**src/rtl/muxes_pkg.sv**
```systemverilog
// Shared definitions for the L2 lane serializer: widths, lane count, idle symbol, fill rule.
// Build option: MUXES_IDLE_FILL_EN replaces invalid lane words with the idle/comma symbol.
package muxes_pkg;

  localparam int BW            = 9;
  localparam int LANES         = 4;
  localparam int SEL_W         = 2;
  localparam logic [7:0] IDLE_SYM = 8'hBC;

  typedef logic [BW-1:0] lane_word_t;

  // Valid words pass untouched; invalid ones become the configured filler.
  function automatic lane_word_t fill(input lane_word_t w);
    lane_word_t r;
    if (w[BW-1]) begin
      r = w;
    end else begin
`ifdef MUXES_IDLE_FILL_EN
      r = {1'b0, IDLE_SYM};
`else
      r = '0;
`endif
    end
    return r;
  endfunction

endpackage

```
**src/rtl/muxes_logic_l2_if.sv**
```systemverilog
// Lane-input / serialized-output bundle of the L2 serializer.
// master = lane source and stream sink, slave = the serializer itself.
interface muxes_logic_l2_if #(
  parameter int CNT_W = 8
) ();
  import muxes_pkg::*;

  lane_word_t        data0;
  lane_word_t        data1;
  lane_word_t        data2;
  lane_word_t        data3;
  logic              frame_ld;
  lane_word_t        outEtapaL2;
  logic              frame_start;
  logic [CNT_W-1:0]  inv_cnt;

  modport master (
    output data0, data1, data2, data3,
    input  frame_ld, outEtapaL2, frame_start, inv_cnt
  );

  modport slave (
    input  data0, data1, data2, data3,
    output frame_ld, outEtapaL2, frame_start, inv_cnt
  );

endinterface

```
**src/rtl/muxes_lane_sel.sv**
```systemverilog
// Free-running lane selector with frame decode; also usable by the demux side
// to stay aligned to the same 4-cycle frame.
module muxes_lane_sel
  import muxes_pkg::*;
(
  input  logic             clk4f,
  input  logic             reset_L,
  output logic [SEL_W-1:0] sel,
  output logic             frame_ld,
  output logic             frame_start
);

  always_ff @(posedge clk4f or negedge reset_L) begin
    if (!reset_L) begin
      sel         <= '0;
      frame_start <= 1'b0;
    end else begin
      sel         <= sel + 1'b1;
      frame_start <= (sel == '0);
    end
  end

  // Last slot of the frame: lanes are sampled on the coming edge.
  assign frame_ld = (sel == SEL_W'(LANES - 1));

endmodule

```
**src/rtl/muxes_logic_l2.sv**
```systemverilog
// 4:1 lane serializer: captures four lane words once per frame and replays them
// in lane order on one stream, with a frame marker and saturating invalid count.
module muxes_logic_l2
  import muxes_pkg::*;
#(
  parameter int CNT_W = 8
) (
  input  logic clk4f,
  input  logic reset_L,
  muxes_logic_l2_if.slave bus
);

  logic [SEL_W-1:0] sel;
  logic             frame_ld;
  logic             frame_start;
  lane_word_t       lane_in [LANES];
  lane_word_t       shadow  [LANES];
  lane_word_t       cur_word;
  lane_word_t       out_reg;
  logic [CNT_W-1:0] inv_cnt_reg;

  muxes_lane_sel u_lane_sel (
    .clk4f       (clk4f),
    .reset_L     (reset_L),
    .sel         (sel),
    .frame_ld    (frame_ld),
    .frame_start (frame_start)
  );

  assign lane_in[0] = bus.data0;
  assign lane_in[1] = bus.data1;
  assign lane_in[2] = bus.data2;
  assign lane_in[3] = bus.data3;

  // Lane 3 of the old frame is read on the same edge that loads the new one.
  generate
    for (genvar gi = 0; gi < LANES; gi++) begin : g_shadow
      always_ff @(posedge clk4f or negedge reset_L) begin
        if (!reset_L) begin
          shadow[gi] <= '0;
        end else if (frame_ld) begin
          shadow[gi] <= lane_in[gi];
        end
      end
    end
  endgenerate

  assign cur_word = shadow[sel];

  always_ff @(posedge clk4f or negedge reset_L) begin
    if (!reset_L) begin
      out_reg     <= '0;
      inv_cnt_reg <= '0;
    end else begin
      out_reg <= fill(cur_word);
      if (!cur_word[BW-1] && (inv_cnt_reg != {CNT_W{1'b1}})) begin
        inv_cnt_reg <= inv_cnt_reg + 1'b1;
      end
    end
  end

  assign bus.frame_ld    = frame_ld;
  assign bus.frame_start = frame_start;
  assign bus.outEtapaL2  = out_reg;
  assign bus.inv_cnt     = inv_cnt_reg;

endmodule
```
**src/flat_wrapper.sv**
```systemverilog
// flat-port wrapper written by rule: the top's interface ports become plain ports
module muxes_logic_l2_flat import muxes_pkg::*;
#(
  parameter int CNT_W = 8
)
  (clk4f, reset_L, bus_data0, bus_data1, bus_data2, bus_data3, bus_frame_ld, bus_outEtapaL2, bus_frame_start, bus_inv_cnt);
  muxes_logic_l2_if #(.CNT_W(CNT_W)) bus_i ();
  input  logic clk4f;
  input  logic reset_L;
  input wire logic [$bits(bus_i.data0)-1:0] bus_data0;
  input wire logic [$bits(bus_i.data1)-1:0] bus_data1;
  input wire logic [$bits(bus_i.data2)-1:0] bus_data2;
  input wire logic [$bits(bus_i.data3)-1:0] bus_data3;
  output wire logic [$bits(bus_i.frame_ld)-1:0] bus_frame_ld;
  output wire logic [$bits(bus_i.outEtapaL2)-1:0] bus_outEtapaL2;
  output wire logic [$bits(bus_i.frame_start)-1:0] bus_frame_start;
  output wire logic [$bits(bus_i.inv_cnt)-1:0] bus_inv_cnt;
  assign bus_i.data0 = bus_data0;
  assign bus_i.data1 = bus_data1;
  assign bus_i.data2 = bus_data2;
  assign bus_i.data3 = bus_data3;
  assign bus_frame_ld = bus_i.frame_ld;
  assign bus_outEtapaL2 = bus_i.outEtapaL2;
  assign bus_frame_start = bus_i.frame_start;
  assign bus_inv_cnt = bus_i.inv_cnt;
  muxes_logic_l2 #(.CNT_W(CNT_W)) u_core (.clk4f(clk4f), .reset_L(reset_L), .bus(bus_i));
endmodule
```
**config.mk**
```make
export PLATFORM = sky130hd
export DESIGN_NAME = muxes_logic_l2_flat
export DESIGN_NICKNAME = d
export VERILOG_FILES = /design/src/rtl/muxes_pkg.sv /design/src/rtl/muxes_logic_l2_if.sv /design/src/rtl/muxes_lane_sel.sv /design/src/rtl/muxes_logic_l2.sv /design/src/flat_wrapper.sv
export SDC_FILE = /design/constraint.sdc
export NUM_CORES = 1
export LEC_CHECK = 0
export ABC_AREA = 0
export CAP_MARGIN = 40
export CORE_MARGIN = 2
export CORE_UTILIZATION = 38
export DETAILED_ROUTE_END_ITERATION = 8
export MAX_ROUTING_LAYER = met4
export SLEW_MARGIN = 20
export SYNTH_ARGS = -nofsm -noshare
export SYNTH_HDL_FRONTEND = slang
export SYNTH_SLANG_ARGS = --single-unit
```
**constraint.sdc**
```tcl
create_clock -name clk4f -period 2.9 [get_ports clk4f]
set_clock_uncertainty 0.05 [all_clocks]
set_input_delay 0.435 -clock clk4f [delete_from_list [all_inputs] [get_ports clk4f]]
set_output_delay 0.435 -clock clk4f [all_outputs]
set_load 0.02 [all_outputs]
```
Word-level counts from Yosys, hierarchy flattened
Index checks and enable logic that the tools add are counted.

Add/sub/neg operators: 2. $mul: 0. Divide/modulo/power cells: 0. $lt $le $gt $ge: 1. Eq/ne operators: 2. Shifts and indexed selects: 0. Mux-type cells: 4. Bitwise operators: 1. Reductions and logical operators: 3.

Operators with widths (number): 2-to-1 mux 9 bit (3); binary-select mux 9 bit (select 2 bit) (1); adder 8 x 1 -> 8 bit, second input constant (1); inequality test 8 bit, second input constant (1); greater-or-equal comparator 3 bit, second input constant (1); inverter 2 -> 3 bit (1); adder 2 x 1 -> 2 bit, second input constant (1); == test 2 bit, second input constant (1); zero test 2 bit (1); logical AND 1 bit (1); zero test 1 bit (1).

Register bits: 56. Bits in latches: 0. RAM bits: 0. Bits in read-only memories: 0. Memories: 0.

Longest topological paths before layout
Gate-level depths: netlist (run 1).

Depth in word-level cells: 6. Mapped depth: 5.

Cells and area by module
Synthesis (run 1) repeated with hierarchy kept, for this count alone.

Cells, all modules: 146. Area total of the unflattened synthesis: 2329.7 sq um.

Modules (own cells, without submodules): muxes_logic_l2 (instances 1, cells each 139, area an instance 2222.1 sq um, sequential area each 1326.3 sq um); muxes_lane_sel (instances 1, cells each 7, area an instance 107.6 sq um, sequential area each 75.1 sq um).

Worst setup path after synthesis (run 1)
Ideal clock, no wire load.

Path type: register to register. Start: register u_core.u_lane_sel.sel[0]. End: register u_core.inv_cnt_reg[7], in the netlist u_core.bus.inv_cnt[7]. Library setup time: 128 ps. Arrival time: 1702 ps. Path slack: 1020 ps. Stages on the path, launching flop included: 5. Buffers on the path: 1. Cell sequence: dfrtp_1 -> buf_6 -> mux4_2 -> nor4b_2 -> mux2_1.

Word-level cells in the longest chain between the ends: 6.

RTL lines: start, declared (line muxes_lane_sel.sv:8) `output logic [SEL_W-1:0] sel,`; start signal, assigned (line muxes_lane_sel.sv:18) `sel <= sel + 1'b1;`; inverter 2 -> 3 bit (implied by the code) (line muxes_logic_l2.sv:48) `assign cur_word = shadow[sel];`; binary-select mux 9 bit (select 2 bit) (line muxes_logic_l2.sv:48); 2-to-1 mux 9 bit (implied by the code) (2 in a row) (line muxes_logic_l2.sv:48); zero test 1 bit (line muxes_logic_l2.sv:56) `if (!cur_word[BW-1] && (inv_cnt_reg != {CNT_W{1'b1}})) begin`; logical AND 1 bit (line muxes_logic_l2.sv:56); end signal, assigned (line muxes_logic_l2.sv:57) `inv_cnt_reg <= inv_cnt_reg + 1'b1;`; end, declared (line muxes_logic_l2.sv:20) `logic [CNT_W-1:0] inv_cnt_reg;`.

No other way between the ends. The select of a mux whose other input is x is not followed. A chain may end at the register's enable or synchronous reset.

Worst setup path in the final report (run 1)
Start: register u_core.u_lane_sel.sel[1]. End: output bus_frame_ld.

Word-level cells in the longest chain between the ends: 1.

RTL lines: == test 2 bit (line muxes_lane_sel.sv:24) `assign frame_ld = (sel == SEL_W'(LANES - 1));`; end, declared (line flat_wrapper.sv:14) `output wire logic [$bits(bus_i.frame_ld)-1:0] bus_frame_ld;`.

No other way between the ends.

==> results.yml, run 1 <==
outcome:
  outcome: "finished clean"
place:
  place_ws_ns: 0.8361
  numPortBuffers: 56
  place.gp.congestion: 0.7422
  dp_hpwl_mm: 3.277
  dp.cells: 277
  placedInstanceArea_um2: 2984
run:
  maxCapViolations: 0
timing:
  tightest_slew_ns: 0.6241
  period_share_pct: 78.94
  slew_viol_final: 0
  min_period_ns: 2.289
  maxSlewHeadroom_pct: 58.39
  rsz0062_at_grt: "false"
  setup_viol: 0
  timing.hold.ws_ns: 0.08974
  fmax_mhz: 436.8
  fin_tns_setup_ns: 0
  setup_slack_ns: 0.6107
  hold_viol: 0
power:
  p_comb_share_pct: 23.0
  pwr_density_cell_nw_per_um2: 575.0
  power_frac_seq_pct: 53.1
  p_clk_share_pct: 23.9
  p_int_mw: 1.276
  switching_share_pct: 27.89
  vdd_drop_max_uv: 293.3
  power.total_mw: 1.770
  p_switching_mw: 0.4936
  leakage_nw: 1.257
critical_path:
  r2r_cells: 3
  cp-endpoint: "bus_frame_ld"
  startpoint: "u_core.u_lane_sel.sel[1]$_DFF_PN0_"
  worst_setup_path_start_kind: "flip-flop"
  crit_path_max_incr_delay_ns: 0.64
  critPathTopFamily: "flip-flops"
  end_kind: "primary output"
  required_ns: 2.41
  cpMaxStageDelayCell: "dfrtp_1"
  cp.depth: 2
  critical_path_buf_inv_count: 1
  arrival_ns: 1.80
  critical_path_class: "flip-flop to primary output"
  rrSetupSlack_ns: 0.85
  r2r_start: "u_core.u_lane_sel.sel[1]$_DFF_PN0_"
  path_cells: "ha_1 -> clkdlybuf4s50_1"
  critPathMaxFanout: 11
  r2r-end: "u_core.bus.inv_cnt[7]$_DFFE_PN0P_"
synth:
  synth_top_family_by_area: "multiplexers"
  synth_most_common_cell: "dfrtp_1"
  synth_warnings: 0
  synthFlopType: "dfrtp_1"
  synth_top_area_share_pct: 59.89
  synth_edf_count: 0
  synth_area_leader_cell: "dfrtp_1"
  ys_types: 25
  seq_area_frac_synth_pct: 59.89
  yosys-top-cells-area: "dfrtp_1 60%, mux2_2 17%, mux4_2 8.7%"
  yosys-top-cells-count: "56 x dfrtp_1, 36 x mux2_2, 9 x mux4_2"
  syn_nets: 190
  synth-seq-cells: 56
  syn-cell-area_um2: 2340
  synth-xor-area-share_pct: 1.123
  synthAdderAreaFrac_pct: 1.604
  synthArstFlopShare_pct: 100.0
  synth_cells: 149
  muxShareOfSynthArea_pct: 28.29
  synthSimpleGateAreaFrac_pct: 5.508
  synth_compound_area_share_pct: 1.283
  synth.avg_cell_area_um2: 15.70
route:
  dr_total_vias: 1376
  drc: 0
  viasPerCell: 4.828
  routedWlPerCell_um: 15.54
  drt_iter0_drc: 38
  wl_mm: 4.428
  ant_nets: 0
  drt-pass1-iter-count: 4
clock_tree:
  postCtsSetupBuffers: 0
  clkTransAtPathRegs_ns: 0.09
  cts_hold_buffers: 0
  clock-root-buffer: "clkbuf_8"
  htree_levels: 2
  clock_path_buffers: 2
  cts_tree: "done"
  cts.repair.resized: 0
  cts_sinks: 56
  clk_latency_ns: 0.30
  cts_buffers: 5
floorplanning:
  dieHeight_um: 82.47
  start_util_pct: 39.52
  die-area_um2: 6800
  io_pins: 57
  die_w_um: 82.47
  fp-row-count: 28
  core_area_um2: 5921
grt:
  overflow: 0
  grt_pass1_wl_mm: 7.113
  grt_pass1_vias: 1427
  grt_max_degree: 37
  track_usage_pct: 14.73
  antenna_found_initial: 0
final_layout:
  largest_register_ffs: 36
  drive_gt1_share_pct: 28.10
  nNetsFinal: 250
  final_cell_count_no_fill: 285
  postLayoutCoreUtil_pct: 51.99
  final_area_um2: 3078
  synthToLayoutAreaGrowth_pct: 31.55
  n_fill_cell: 507
  diodes: 0
worst_hold_path:
  hp-class: "input port to asynchronous set/reset pin"
logic make-up (layout without fill, tap and decap cells):
group / count (synthesis) / after routing
adder cells (fa/ha/maj): 3 / 3
AO/OA/AOI/OAI: 4 / 4
buffers and inverters: 12 / 73
flip-flops: 56 / 56
multiplexers: 50 / 50
XOR/XNOR: 3 / 3
AND/OR/NAND/NOR: 21 / 21
power groups by stage:
stage	registers (mW)	clock network, mW	logic [mW]
after floorplan	1.00	0	0.135
after global placement	0.948	0	0.397
after detailed placement	0.957	0	0.415
after CTS	0.942	0.447	0.416
after global routing	0.953	0.480	0.443
final	0.941	0.422	0.407
worst min-delay path by stage:
| stage | endpoint | startpoint | slack (ns) | cells past startpoint |
|---|---|---|---|---|
| finish | u_core.shadow[25]$_DFFE_PN0P_ | reset_L | 0.09 | 1 |
| global route | u_core.shadow[24]$_DFFE_PN0P_ | reset_L | 0.11 | 1 |
| CTS | u_core.shadow[12]$_DFFE_PN0P_ | reset_L | 0.10 | 1 |
| detailed placement | u_core.shadow[34]$_DFFE_PN0P_ | reset_L | 0.44 | 1 |
| global placement | u_core.shadow[25]$_DFFE_PN0P_ | reset_L | 0.42 | 1 |
| floorplan | u_core.bus.inv_cnt[0]$_DFFE_PN0P_ | reset_L | 0.09 | 0 |
metal layers:
| layer | global-route usage, % | vias to the layer above | share of wire, % |
|---|---|---|---|
| met4 | 5.000 | 0 | 0.50 |
| met5 | - | - | 0 |
| met3 | 3.261 | 2 | 5.1 |
| li1 | - | 651 | - |
| met1 | 19.39 | 683 | 46 |
| met2 | 22.74 | 40 | 49 |
cell usage in the layout (no fill, tap or decap), drive strengths merged, types with 2 or more instances in the layout:
master,count
mux4,9
dfrtp,56
mux2,39
nand2,3
clkdlybuf4s50,55
ha,3
inv,5
buf,5
nor3,2
xor2,3
a21oi,2
clkbuf,7
and2,8
nand3,2
a211oi,2
mux2i,2
area by class of cell:
| type | instances | area, um^2 | area share, % |
|---|---|---|---|
| clock inverter | 1 | 7.507 | 0.2439 |
| sequential | 56 | 1401 | 45.53 |
| multi-input combinational | 81 | 884.6 | 28.74 |
| clock buffer | 7 | 86.33 | 2.805 |
| timing repair buffer | 60 | 585.6 | 19.02 |
| tap | 75 | 93.84 | 3.049 |
| inverter | 5 | 18.77 | 0.6098 |
worst register-to-register path: stages (launching register included):
cell and delay (ns):
dfrtp_1 0.64, mux4_2 0.55, nor4b_2 0.35, mux2_1 0.34
No activity file was read; power rests on OpenSTA's default activity.
==> run 2: changes to the inputs <==
- clock period: 2.9 -> 2.3 ns (I/O delays scaled with it)
==> run 2 against run 1 <==
Sequential power rose by 25%. Hold slack improved by 0.37 ns. Flip-flop and latch count is the same. Die area is the same. Non-clock buffer count is 2 higher. Combinational power rose by 27%. Via count is 0.65% higher. Count of clock-buffer cells in the layout shrank 2. Critical endpoint unchanged. Largest power group unchanged.
==> results.yml, run 2 (synthesis results as in run 1) <==
route:
  wl_mm: 4.357
  drc: 0
  ant_nets: 0
  drt_iter0_drc: 71
  viasPerCell: 4.826
  dr_total_vias: 1385
  routedWlPerCell_um: 15.18
  drt-pass1-iter-count: 4
timing:
  rsz0062_at_grt: "false"
  hold_viol: 0
  period_share_pct: 92.00
  min_period_ns: 2.116
  maxSlewHeadroom_pct: 69.50
  fmax_mhz: 472.6
  setup_viol: 0
  tightest_slew_ns: 0.4576
  slew_viol_final: 0
  timing.hold.ws_ns: 0.4581
  fin_tns_setup_ns: 0
critical_path:
  arrival_ns: 1.72
  critPathTopFamily: "buffers and inverters"
  worst_setup_path_start_kind: "flip-flop"
  path_cells: "buf_4 -> ha_1 -> clkdlybuf4s50_1"
  end_kind: "primary output"
  critical_path_class: "flip-flop to primary output"
  critical_path_buf_inv_count: 2
  critPathMaxFanout: 10
  crit_path_max_incr_delay_ns: 0.60
  required_ns: 1.90
  cpMaxStageDelayCell: "clkdlybuf4s50_1"
final_layout:
  drive_gt1_share_pct: 28.77
  diodes: 0
  synthToLayoutAreaGrowth_pct: 32.14
  layout_commonest_cell: "dfrtp_1"
  nNetsFinal: 252
  mostFrequentLayoutCells: "56 x dfrtp_1, 55 x clkdlybuf4s50_1, 36 x mux2_2"
  largest_register_ffs: 36
grt:
  track_usage_pct: 14.94
  antenna_found_initial: 0
  grt_pass1_vias: 1550
  overflow: 0
  grt_max_degree: 37
  grt_pass1_wl_mm: 7.245
place:
  numPortBuffers: 56
  dp_hpwl_mm: 3.191
  place.gp.congestion: 0.7689
clock_tree:
  clock_path_buffers: 2
  cts_buffers: 5
  cts.repair.resized: 0
  htree_levels: 2
  cts_tree: "done"
  clock-root-buffer: "clkbuf_8"
  cts_hold_buffers: 1
  clk_latency_ns: 0.31
  postCtsSetupBuffers: 0
  cts_sinks: 56
  clkTransAtPathRegs_ns: 0.10
power:
  vdd_drop_max_uv: 344.8
  pwr_density_cell_nw_per_um2: 723.6
  power.total_mw: 2.237
  leakage_nw: 1.266
floorplanning:
  start_util_pct: 39.52
  core_area_um2: 5921
  io_pins: 57
  fp-row-count: 28
  dieHeight_um: 82.47
  die-area_um2: 6800
  die_w_um: 82.47
outcome:
  outcome: "finished clean"
worst_hold_path:
  hp-class: "input port to asynchronous set/reset pin"
run:
  maxCapViolations: 0
## run 2: path summary, 6_finish.rpt
| kind | startpoint | depth (start not counted) | slack (ns) | endpoint |
|---|---|---|---|---|
| max reg2reg | u_core.u_lane_sel.sel[0]$_DFF_PN0_ | 3 | 0.41 | u_core.bus.inv_cnt[7]$_DFFE_PN0P_ |
| min reg2reg | u_core.shadow[26]$_DFFE_PN0P_ | 1 | 0.46 | u_core.shadow[26]$_DFFE_PN0P_ |
| max | u_core.u_lane_sel.sel[0]$_DFF_PN0_ | 3 | 0.18 | bus_frame_ld |
| min | reset_L | 2 | 0.46 | u_core.shadow[34]$_DFFE_PN0P_ |
| max in group asynchronous | reset_L | 3 | 1.12 | u_core.shadow[35]$_DFFE_PN0P_ |
| min in group clk4f | u_core.shadow[26]$_DFFE_PN0P_ | 1 | 0.46 | u_core.shadow[26]$_DFFE_PN0P_ |
## run 2: report_power, final
part	internal, mW	switching (mW)	leakage [nW]
Combinational	0.281	0.236	0.555
Sequential	1.09	0.0978	0.667
Clock	0.217	0.320	0.0445
Total	1.58	0.653	1.27
## run 2: metrics by stage
step	util, %	cell area (um^2)	cells	setup slack, ns
2_1_floorplan	-	2340	149	0.4204
3_3_place_gp	50.53	2992	278	0.4268
3_5_place_dp	50.53	2992	278	0.3866
4_1_cts	52.22	3092	287	0.1399
5_1_grt	52.22	3092	287	0.08443
6_report	52.22	3092	287	0.1840
## run 2: metal layers
layer / track usage [%] / wire, um
met3: 4.022 / 246
met5: - / 0
met1: 18.31 / 1933
met4: 5.500 / 77
met2: 23.79 / 2101
## run 2: area by class of cell
type / count / area [um^2]
fill: 518 / 2829
sequential: 56 / 1401
multi-input combinational: 81 / 884.6
timing repair buffer: 62 / 603.1
tap: 75 / 93.84
clock buffer: 5 / 68.82
clock inverter: 3 / 21.27
inverter: 5 / 18.77
==> run 3: changes to the inputs <==
- CAP_MARGIN: 40 -> unset
- CTS_BUF_LIST: unset -> sky130_fd_sc_hd__clkbuf_8
==> results of run 3 <==
No change in the layout: final DEF, timing and power equal those of run 2.
